$ cat src/rtl/sr_drv_pkg.sv
// Shared types and helpers for the SR latch command driver.
// Latency: n/a (declarations only).
// Backpressure: n/a.
//
// Contents: FSM state enum, op encoding, timer load selector, counter-width helper.
package sr_drv_pkg;

  typedef enum logic [1:0] {
    INIT  = 2'd0,
    IDLE  = 2'd1,
    PULSE = 2'd2,
    GAP   = 2'd3
  } state_t;

  // Op encoding doubles as the value the latch holds after the command.
  localparam logic OP_SET = 1'b1;
  localparam logic OP_CLR = 1'b0;

  // Phase timer load selector.
  localparam logic SEL_PULSE = 1'b0;
  localparam logic SEL_GAP   = 1'b1;

  // Width needed to hold the larger of the two phase lengths.
  function automatic int cnt_width(input int pulse_cyc, input int gap_cyc);
    int mx;
    mx = (pulse_cyc > gap_cyc) ? pulse_cyc : gap_cyc;
    return $clog2(mx + 1);
  endfunction

endpackage

$ cat src/rtl/sr_phase_timer.sv
// Loadable down-counter timing the PULSE and GAP phases; done marks the final cycle of a phase.
// Latency: load takes effect next cycle; done is high during the last counted cycle.
// Backpressure: none; load always wins over counting.
//
// Ports:
//   clk, rst_n  : clock, async active-low reset
//   load        : restart the count this edge
//   load_sel    : SEL_PULSE loads PULSE_CYC, SEL_GAP loads GAP_CYC
//   done        : current cycle is the last one of the loaded phase
module sr_phase_timer
  import sr_drv_pkg::*;
#(
  parameter int PULSE_CYC = 2,
  parameter int GAP_CYC   = 1,
  parameter int W         = cnt_width(PULSE_CYC, GAP_CYC)
) (
  input  logic clk,
  input  logic rst_n,
  input  logic load,
  input  logic load_sel,
  output logic done
);

  logic [W-1:0] cnt_q;
  logic [W-1:0] cnt_d;

  always_comb begin
    cnt_d = cnt_q;
    if (load) begin
      cnt_d = (load_sel == SEL_GAP) ? W'(GAP_CYC) : W'(PULSE_CYC);
    end else if (cnt_q != '0) begin
      // Saturate at zero so an idle timer never raises done again.
      cnt_d = cnt_q - W'(1);
    end
  end

  always_ff @(posedge clk or negedge rst_n) begin
    if (!rst_n) begin
      cnt_q <= '0;
    end else begin
      cnt_q <= cnt_d;
    end
  end

  assign done = (cnt_q == W'(1));

endmodule

$ cat src/rtl/sr_latch_driver.sv
// Turns one-cycle set/clear requests into timed s/r/en sequences for an SR latch, with a one-deep pending slot.
// Latency: request in cycle N drives s/r with en at N+1 when idle; latch_q updates on the first GAP cycle.
// Backpressure: req_ready low while the slot is full or during INIT; refused requests pulse drop, both-high pulses conflict.
//
// Ports:
//   clk, rst_n         : clock, async active-low reset
//   set_req, clr_req   : one-cycle command requests (exactly one high = valid)
//   req_ready          : a single request presented this cycle is accepted
//   busy               : PULSE or GAP in progress
//   s, r, en, lrst     : latch drive (s and r never high together)
//   latch_q            : expected latch output
//   conflict, drop     : one-cycle status pulses
module sr_latch_driver
  import sr_drv_pkg::*;
#(
  parameter int PULSE_CYC = 2,
  parameter int GAP_CYC   = 1
) (
  input  logic clk,
  input  logic rst_n,
  input  logic set_req,
  input  logic clr_req,
  output logic req_ready,
  output logic busy,
  output logic s,
  output logic r,
  output logic en,
  output logic lrst,
  output logic latch_q,
  output logic conflict,
  output logic drop
);

  state_t state_q, state_d;
  logic   op_q, op_d;
  logic   pend_vld_q, pend_vld_d;
  logic   pend_op_q, pend_op_d;
  logic   lat_q, lat_d;
  logic   s_q, s_d;
  logic   r_q, r_d;
  logic   en_q, en_d;
  logic   lrst_q, lrst_d;
  logic   busy_q, busy_d;
  logic   rdy_q, rdy_d;
  logic   conflict_q, conflict_d;
  logic   drop_q, drop_d;

  logic   req_vld;
  logic   req_both;
  logic   req_op;
  logic   accept;
  logic   tmr_load;
  logic   tmr_sel;
  logic   tmr_done;

  sr_phase_timer #(
    .PULSE_CYC (PULSE_CYC),
    .GAP_CYC   (GAP_CYC)
  ) u_timer (
    .clk      (clk),
    .rst_n    (rst_n),
    .load     (tmr_load),
    .load_sel (tmr_sel),
    .done     (tmr_done)
  );

  assign req_vld  = set_req ^ clr_req;
  assign req_both = set_req & clr_req;
  assign req_op   = set_req ? OP_SET : OP_CLR;
  // rdy_q is exactly the registered view of "IDLE, or PULSE/GAP with empty slot".
  assign accept   = req_vld & rdy_q;

  always_comb begin
    state_d    = state_q;
    op_d       = op_q;
    pend_vld_d = pend_vld_q;
    pend_op_d  = pend_op_q;
    lat_d      = lat_q;
    tmr_load   = 1'b0;
    tmr_sel    = SEL_PULSE;

    case (state_q)
      INIT: begin
        state_d = IDLE;
      end
      IDLE: begin
        if (accept) begin
          state_d  = PULSE;
          op_d     = req_op;
          tmr_load = 1'b1;
          tmr_sel  = SEL_PULSE;
        end
      end
      PULSE: begin
        if (accept) begin
          pend_vld_d = 1'b1;
          pend_op_d  = req_op;
        end
        if (tmr_done) begin
          state_d  = GAP;
          lat_d    = op_q;
          tmr_load = 1'b1;
          tmr_sel  = SEL_GAP;
        end
      end
      GAP: begin
        if (tmr_done) begin
          if (pend_vld_q) begin
            // Queued command wins; any new request here was already refused (rdy_q=0).
            state_d    = PULSE;
            op_d       = pend_op_q;
            pend_vld_d = 1'b0;
            tmr_load   = 1'b1;
            tmr_sel    = SEL_PULSE;
          end else if (accept) begin
            state_d  = PULSE;
            op_d     = req_op;
            tmr_load = 1'b1;
            tmr_sel  = SEL_PULSE;
          end else begin
            state_d = IDLE;
          end
        end else if (accept) begin
          pend_vld_d = 1'b1;
          pend_op_d  = req_op;
        end
      end
      default: begin
        state_d = INIT;
      end
    endcase

    // Outputs decoded from next state so they come straight off flops.
    en_d       = (state_d == PULSE);
    s_d        = (state_d == PULSE) && (op_d == OP_SET);
    r_d        = (state_d == PULSE) && (op_d == OP_CLR);
    lrst_d     = (state_d == INIT);
    busy_d     = (state_d == PULSE) || (state_d == GAP);
    rdy_d      = (state_d == IDLE) ||
                 (((state_d == PULSE) || (state_d == GAP)) && !pend_vld_d);
    conflict_d = req_both;
    drop_d     = req_vld & ~rdy_q;
  end

  always_ff @(posedge clk or negedge rst_n) begin
    if (!rst_n) begin
      state_q    <= INIT;
      op_q       <= OP_CLR;
      pend_vld_q <= 1'b0;
      pend_op_q  <= OP_CLR;
      lat_q      <= 1'b0;
      s_q        <= 1'b0;
      r_q        <= 1'b0;
      en_q       <= 1'b0;
      lrst_q     <= 1'b1;
      busy_q     <= 1'b0;
      rdy_q      <= 1'b0;
      conflict_q <= 1'b0;
      drop_q     <= 1'b0;
    end else begin
      state_q    <= state_d;
      op_q       <= op_d;
      pend_vld_q <= pend_vld_d;
      pend_op_q  <= pend_op_d;
      lat_q      <= lat_d;
      s_q        <= s_d;
      r_q        <= r_d;
      en_q       <= en_d;
      lrst_q     <= lrst_d;
      busy_q     <= busy_d;
      rdy_q      <= rdy_d;
      conflict_q <= conflict_d;
      drop_q     <= drop_d;
    end
  end

  assign req_ready = rdy_q;
  assign busy      = busy_q;
  assign s         = s_q;
  assign r         = r_q;
  assign en        = en_q;
  assign lrst      = lrst_q;
  assign latch_q   = lat_q;
  assign conflict  = conflict_q;
  assign drop      = drop_q;

endmodule

$ cat config.mk
export PLATFORM = sky130hd
export DESIGN_NAME = sr_latch_driver
export DESIGN_NICKNAME = d
export VERILOG_FILES = /design/src/rtl/sr_drv_pkg.sv /design/src/rtl/sr_phase_timer.sv /design/src/rtl/sr_latch_driver.sv
export SDC_FILE = /design/constraint.sdc
export NUM_CORES = 1
export LEC_CHECK = 0
export ABC_CLOCK_PERIOD_IN_PS = 3990
export CAP_MARGIN = 20
export CORE_AREA = 4 4 44 46
export DETAILED_ROUTE_END_ITERATION = 16
export DIE_AREA = 0 0 48 50
export HOLD_SLACK_MARGIN = 0.08
export MAX_ROUTING_LAYER = met4
export PLACE_DENSITY_LB_ADDON = 0.15
export SKIP_CTS_REPAIR_TIMING = 1
export SLEW_MARGIN = 20
export SYNTH_ARGS = -nofsm -noshare
export SYNTH_HDL_FRONTEND = slang
export SYNTH_HIERARCHICAL = 1
export SYNTH_SLANG_ARGS = --single-unit
$ cat constraint.sdc
create_clock -name clk -period 3.99 [get_ports clk]
set_input_delay 0.5985 -clock clk [delete_from_list [all_inputs] [get_ports clk]]
set_output_delay 0.5985 -clock clk [all_outputs]
set_load 0.02 [all_outputs]
# --- Yosys cells after proc, flatten, opt, wreduce, memory -nomap -nowiden ---
# Cells that the tools add are included.
word_totals:
  register_bits: 16
  inputBits: 4
  elab_cells: 68
op_classes:
  n_addsub: 1
  n_eq_ne: 8
  n_mux: 26
  bitwise: 6
  reduce_logical: 13
ops:
  columns: ["operator", "n"]
  rows:
  - ["2-bit 2-to-1 mux", 8]
  - ["1-bit 2-to-1 mux", 13]
  - ["2-bit == test, second input constant", 4]
  - ["2-bit case mux with 4 select lines", 1]
  - ["2-bit by 1-bit == test with 1-bit output, second input constant", 3]
  - ["1-bit case mux with 2 select lines", 3]
  - ["2-bit nonzero test", 3]
  - ["2-bit logical NOT", 2]
  - ["2-bit AND reduction", 2]
  - ["1-bit bitwise AND", 3]
  - ["1-bit logical AND", 3]
  - ["1-bit case mux with 3 select lines", 1]
  - ["1-bit logical OR", 2]
  - ["2-bit != test, second input constant", 1]
  - ["1-bit inverter", 2]
  - ["2-bit by 1-bit subtractor with 2-bit output, second input constant", 1]
  - ["1-bit logical NOT", 1]
  - ["1-bit bitwise XOR", 1]

# --- Depth between registers and ports, before layout ---
# Gate-level depths: netlist of the first run.
depth:
  ltp_word: 10
  mapped_depth: 6
  ltp_nobuf: 6

# --- Hierarchy ---
# The synthesis of the first run kept the hierarchy.
by_module_without_submodules:
  columns: ["module", "instances", "cells_each", "area_per_inst_um2"]
  rows:
  - ["sr_latch_driver", 1, 53, 630.6]
  - ["sr_phase_timer", 1, 12, 137.6]

# --- Least setup slack after synthesis of the first run ---
# No wires, ideal clock.
synth_path:
  path_type: "input to register"
  from: "input port set_req"
  to: "register u_timer.cnt_q[0]"
  setup_time_ps: 119
  arrival_ps: 1770
  required_time_ps: 3871
  slack_ps: 2101
  cell_stages: 6
  path_buffers: 0
  cell_sequence: "ha_1 and2_1 a21oi_1 a211oi_1 nand2b_1 o21a_1"
synth_between:
  elab_chain_cells: 7
synth_rtl:
  columns: ["item", "line", "source"]
  rows:
  - ["from (decl)", "sr_latch_driver.sv:21", "input logic set_req,"]
  - ["1-bit bitwise XOR (*)", "sr_latch_driver.sv:67", "assign req_vld = set_req ^ clr_req;"]
  - ["1-bit bitwise AND (*)", "sr_latch_driver.sv:71", "assign accept = req_vld & rdy_q;"]
  - ["1-bit 2-to-1 mux (*)", "sr_latch_driver.sv:87, sr_latch_driver.sv:115", null]
  - ["1-bit 2-to-1 mux", "sr_latch_driver.sv:108", "if (pend_vld_q) begin"]
  - ["1-bit 2-to-1 mux", "sr_latch_driver.sv:107", "if (tmr_done) begin"]
  - ["1-bit case mux with 3 select lines (*)", "sr_latch_driver.sv:82", "case (state_q)"]
  - ["named net tmr_load", "sr_latch_driver.sv:52", "logic tmr_load;"]
  - ["2-bit 2-to-1 mux or 2-bit nonzero test (tied branches)", null, null]
  - ["to (signal assigned)", "sr_phase_timer.sv:41", "cnt_q <= cnt_d;"]
  - ["to (decl)", "sr_phase_timer.sv:24", "logic [W-1:0] cnt_q;"]
# The timed path passes the listed nets; every way through them passes the cells marked *.
# A chain may end at the register's enable or synchronous reset.

# --- Worst setup path in the final report of the first run ---
# Same ends and word-level chain as after synthesis.

==> out/qor.txt, run 1 <==
status: complete, no violations
Final period util: 58.5%
vias in the first global route: 504
Chip Width: 48 um
Die ar.: 0.00240 mm2
PortBufs: 12
finished layout cell area: 910 um2
CP top delay family: compound AO/OA/AOI/OAI gates
share of layout cells above drive strength 1: 16.5%
FP Rows: 14
RSZ-0062 raised after global routing: false
initial antenna violation count: 0
max cap viols: 0
Critical Path RT: 4180 ps
P per Cell Area: 800 mW/mm2
slowest CP cell: clkdlybuf4s50_1
Setup TNS: 0 ps
final net count: 87
initial core utilization: 51.0%
die height: 50 um
max incr delay on CP: 480 ps
total power: 727 uW
Crit Path Category: in2reg
post-synthesis simple-gate area fraction: 17.8%
Final Hold Viols: 0
Buf/Inv on CP: 1
CTS tree: done
Area Growth Syn to Fin: 18.4%
Non-Filler Instances: 95
Clock Sinks: 16
Worst-Margin Slew: 702 ps
Diodes inserted: 0
gpl congestion: 0.746
Peak VDD IR: 0.359 mV
routed wire length: 1400 um
mux cell area share after synthesis: 2.93%
Worst setup EP type: flop
worst-path fanout max: 6
post-synthesis adder-cell area fraction: 4.89%
Num CTS Buffers: 3
CP arrival: 2520 ps
gr usage total: 13.8%
post-synthesis sequential area ratio: 52.3%
startpoint class of the critical path: primary input
num ports: 13
total grt overflow: 0
# setup viols final: 0
Tightest Hold Check Type: reg2reg
largest net degree at the start of global routing: 17
Placed Cells: 91
largest family of logic cells by synthesized area: simple AND/OR/NAND/NOR gates
Pre-antenna DRT Iters: 4
vias per std cell: 5.45
Yosys warnings: 6
core box area: 0.00151 mm2
Register Area: 402 um2
Tmin final: 2340 ps
synthesis-stage register bit count: 16
Unique masters post-synth: 31
crit-path cells: clkdlybuf4s50_1, ha_1, and2_1, a21oi_1, a211oi_1, nand2b_1, o21a_1
static leakage: 0.396 nW
area fraction in compound gates after synthesis: 15.8%
Regs by FF count: state_q: 2 flops, u_timer/cnt_q: 2 flops
area used by multi-input combinational logic: 330 um2
Fin Clk Skew: 5.74 ps
slew margin rel.: 53.1%
DP HPWL: 945 um
Cell Area, Synth: 768 um2
Post-DP Area: 883 um2
Mean Syn Cell Area: 11.8 um2
xor and xnor fraction of the mapped netlist area: 1.14%
H-tree depth: 1
Clock Latency Late Sink: 290 ps
DR vias: 518
global-route wire length before repair: 2260 um
Wirelength per Cell: 14.7 um
worst hold margin: 522 ps
clock-pin transition on the worst setup and hold timing paths: 100 ps
Max Fclk: 0.428 GHz
CTS root buffer: clkbuf_4
DRC errors left: 0
DR iter-0 viols: 9
Final Slew Violations: 0
post-route ant nets: 0
Synthesized Nets: 72
post-synthesis instance total: 65
clk buf depth: 2
fill count: 137
==> Yosys cell counts (all sizes together) <==
cell	instances	share of area [%]
and2	2	1.6
nor2b	4	4.2
xnor2	1	1.1
mux2	2	2.9
and3b	1	1.3
a211oi	2	2.6
clkbuf	1	1.8
o21a	2	2.0
ha	3	4.9
and4	1	1.3
nor3b	1	0.98
a21bo	1	1.3
nand3	2	1.3
a21oi	5	3.3
nand2	5	2.4
o221ai	1	2.0
nor2	1	0.49
o21ai	2	1.3
or2b	1	1.1
a31oi	1	0.81
and4b	1	1.3
dfstp	1	3.4
inv	3	1.5
o211ai	1	0.98
conb	1	0.49
o31ai	1	1.6
buf	1	1.5
dfrtp	15	49
nand2b	2	1.6
==> layout make-up <==
class	instances	area share [%]
clock buffers	4	2.89
inverters	3	1.24
multi-input cells	44	36.3
flip-flops and latches	16	44.2
well taps	16	2.20
repair buffers	12	13.2
==> cells in the final DEF (no fill, tap or decap), types with 2 or more instances in the layout <==
master           synthesis  routed
a21oi_1                  5       5
nand2b_1                 2       2
and2_1                   2       2
ha_1                     3       3
nand3_1                  2       2
clkdlybuf4s50_1          0      12
o21a_1                   2       2
nor2b_1                  3       3
o21ai_0                  2       2
nand2_1                  5       5
dfrtp_1                 15      15
clkbuf_4                 0       3
inv_1                    3       3
mux2_2                   2       2
==> worst register-to-register path: stages (launching register included) <==
cell	delay (ps)
dfrtp_1	420
inv_1	90
ha_1	340
nor2b_1	110
a211oi_1	380
nand2b_1	150
o21a_1	130
==> stage by stage <==
| step | setup slack, ps | util [%] |
|---|---|---|
| floorplan | 2100 | - |
| global placement | 1500 | 58.6 |
| detailed placement | 1400 | 58.6 |
| CTS | 1660 | 60.4 |
| global route | 1570 | 60.4 |
| finish | 1650 | 60.4 |
==> report_power, final <==
part	internal (mW)	switching (mW)	leakage, nW	total (mW)
Clock	0.0388	0.0512	0.0150	0.0900
Combinational	0.171	0.174	0.192	0.345
Sequential	0.227	0.0658	0.189	0.293
Total	0.437	0.291	0.396	0.727
==> routing by layer <==
metal | wire, um | vias to the layer above | track usage (%)
met5 | 0 | - | -
li1 | - | 257 | -
met3 | 67 | 2 | 2.18
met2 | 679 | 15 | 20.5
met1 | 637 | 244 | 17.7
met4 | 14 | 0 | 6.73
==> logic make-up (layout without fill, tap and decap cells) <==
| family | count (synthesis) | after routing |
|---|---|---|
| xor gates and xnor gates | 1 | 1 |
| adders and majority gates | 3 | 3 |
| and+or+nand+nor | 21 | 21 |
| other | 1 | 1 |
| buffers and inverters | 5 | 19 |
| AOI/OAI and AO/OA | 16 | 16 |
| DFF | 16 | 16 |
| muxes | 2 | 2 |
==> final timing paths <==
check                                      start          endpoint  slack [ps]  depth (start not counted)
worst max register to register  u_timer/cnt_q[1]  u_timer/cnt_q[0]        2280                          6
worst min-delay path                   pend_op_q         pend_op_q         520                          1
min in group asynchronous                  rst_n          conflict         730                          1
max in group asynchronous                  rst_n                 s        2820                          1
worst min register to register         pend_op_q         pend_op_q         520                          1
worst max-delay path                     set_req  u_timer/cnt_q[0]        1650                          7
No activity file was read; power rests on OpenSTA's default activity.
==> run 2, diff against run 1 <==
Settings changed: ABC_CLOCK_PERIOD_IN_PS 3990 to 2400, CORE_AREA 4 4 44 46 to 4 4 45 47, DIE_AREA 0 0 48 50 to 0 0 49 51.
Clock period 3.99 ns to 2.4 ns, I/O delays scaled along.
==> run 2 against run 1 <==
First-iteration DRC count fell by 11%. Critical path depth unchanged. Routed wire length decreased by 14%. Power grew 65%. Register-to-register slack got worse by 1500 ps. Combinational power increased by 67%. Clock-buffer cell count unchanged. Flip-flop and latch count stayed put. Clock skew is 2.5 ps higher.
==> out/qor.txt, run 2 (synthesized netlist as in run 1, its figures left out) <==
CTS tree: done (unchanged)
CP arrival: 2070 ps (was 2520 ps)
CP top delay family: compound AO/OA/AOI/OAI gates (unchanged)
crit-path cells: clkdlybuf4s50_1, ha_1, and2_1, a21oi_1, a211oi_1, nand2b_1, o21a_1 (unchanged)
Gate power share: 48.0% (was 47.4%)
clk buf depth: 2 (unchanged)
reg2reg path depth: 6 (unchanged)
Clock Power Share: 11.8% (was 12.4%)
DR iter-0 viols: 8 (was 9)
DR vias: 511 (was 518)
worst-path fanout max: 6 (unchanged)
Die ar.: 0.00250 mm2 (was 0.00240 mm2)
Chip Width: 49 um (was 48 um)
Seq pwr share: 40.2% (was 40.3%)
Final period util: 78.7%
post-route ant nets: 0 (unchanged)
gpl congestion: 0.791 (was 0.746)
Clock Sinks: 16 (unchanged)
DRC errors left: 0 (unchanged)
global-route wire length before repair: 2190 um (was 2260 um)
startpoint class of the critical path: primary input (unchanged)
max cap viols: 0 (unchanged)
setup slack, reg-to-reg: 780 ps (was 2280 ps)
Fin Clk Skew: 8.23 ps (was 5.74 ps)
die height: 51 um (was 50 um)
largest net degree at the start of global routing: 17 (unchanged)
Buf/Inv on CP: 1 (unchanged)
P per Cell Area: 1310 mW/mm2 (was 800 mW/mm2)
Num CTS Buffers: 3 (unchanged)
Critical Path RT: 2580 ps (was 4180 ps)
commonest non-fill, non-tap cell in the layout: dfrtp_1 (unchanged)
worst hold margin: 491 ps (was 522 ps)
RSZ-0062 raised after global routing: false (unchanged)
Wirelength per Cell: 12.4 um (was 14.7 um)
DP HPWL: 890 um (was 945 um)
total power: 1.20 mW (was 727 uW)
Peak VDD IR: 0.586 mV (was 0.359 mV)
finished layout cell area: 918 um2 (was 910 um2)
fill count: 161 (was 137)
total grt overflow: 0 (unchanged)
max incr delay on CP: 460 ps (was 480 ps)
Critical R2R Capture: s (was u_timer/cnt_q[0])
core box area: 0.00165 mm2 (was 0.00151 mm2)
Worst-Margin Slew: 693 ps (was 702 ps)
CTS root buffer: clkbuf_4 (unchanged)
Area Growth Syn to Fin: 19.5% (was 18.4%)
Final Hold Viols: 0 (unchanged)
final net count: 88 (was 87)
PortBufs: 12 (unchanged)
# setup viols final: 0 (unchanged)
vias in the first global route: 511 (was 504)
slew margin rel.: 53.6% (was 53.1%)
initial core utilization: 46.5% (was 51.0%)
Final Slew Violations: 0 (unchanged)
static leakage: 0.401 nW (was 0.396 nW)
Diodes inserted: 0 (unchanged)
Crit Path Category: in2reg (unchanged)
routed wire length: 1200 um (was 1400 um)
share of layout cells above drive strength 1: 17.5% (was 16.5%)
H-tree depth: 1 (unchanged)
commonest cells after routing, fill and taps aside: dfrtp_1 (15), clkdlybuf4s50_1 (12), a21oi_1 (5), nand2_1 (5) (unchanged)
clock-pin transition on the worst setup and hold timing paths: 90 ps (was 100 ps)
Tightest Hold Check Type: in2async (was reg2reg)
Regs by FF count: state_q: 2 flops, u_timer/cnt_q: 2 flops (unchanged)
WP depth: 7 (unchanged)
Tmin final: 1890 ps
vias per std cell: 5.27 (was 5.45)
Post-DP Area: 892 um2 (was 883 um2)
internal power: 740 uW (was 437 uW)
initial antenna violation count: 0 (unchanged)
Net Sw Power: 460 uW (was 291 uW)
slowest CP cell: clkdlybuf4s50_1 (unchanged)
Sw Share: 38.3% (was 40.0%)
Pre-antenna DRT Iters: 4 (unchanged)
FP Rows: 15 (was 14)
Worst setup EP type: flop (unchanged)
num ports: 13 (unchanged)
Setup TNS: 0 ps (unchanged)
Max Fclk: 0.529 GHz
Clock Latency Late Sink: 280 ps (was 290 ps)
worst r2r src: u_timer/cnt_q[1] (unchanged)
gr usage total: 11.7% (was 13.8%)
status: complete, no violations (unchanged)
==> run 2: worst max-delay path by stage <==
stage	startpoint	end	slack, ps
detailed placement	set_req	u_timer/cnt_q[0]	200
CTS	set_req	u_timer/cnt_q[0]	520
floorplan	set_req	u_timer/cnt_q[0]	750
global route	set_req	u_timer/cnt_q[0]	410
global placement	set_req	u_timer/cnt_q[1]	290
finish	set_req	u_timer/cnt_q[0]	510
==> run 2: power by group through the flow <==
stage          Clock (mW)  Sequential (mW)  Combinational (mW)
5_1_grt             0.168            0.503               0.639
3_5_place_dp            0            0.490               0.583
4_1_cts             0.156            0.483               0.587
2_1_floorplan           0            0.505               0.403
6_report            0.141            0.482               0.577
3_3_place_gp            0            0.485               0.583
==> run 2: layer usage <==
metal	vias to the layer above	GRT usage [%]	share of wire [%]
li1	257	-	-
met1	243	15.9	51
met2	9	15.4	44
met3	2	3.21	3.4
met4	0	6.73	1.0
met5	-	-	0
==> run 2: cell type report <==
class	instances	area (um2)	area share, %
clock buffers	4	26.3	2.86
inverters	3	11.3	1.23
multi-input cells	44	330	36.0
flip-flops and latches	16	402	43.7
well taps	17	21.3	2.32
repair buffers	13	128	13.9
==> run 2: worst reg2reg max path: cells and delay by family, from the launching register on <==
family	cells	cell delay, ps
AO/OA/AOI/OAI	4	710
flip-flops	1	420
adder cells (fa/ha/maj)	1	300
buffers and inverters	1	90
==> run 2: through the flow <==
stage | setup WS (ps) | utilization, % | cells
after floorplan | 749 | - | 65
after global placement | 294 | 54.0 | 93
after detailed placement | 202 | 54.0 | 93
after CTS | 520 | 55.6 | 97
after global routing | 412 | 55.6 | 97
final | 510 | 55.6 | 97
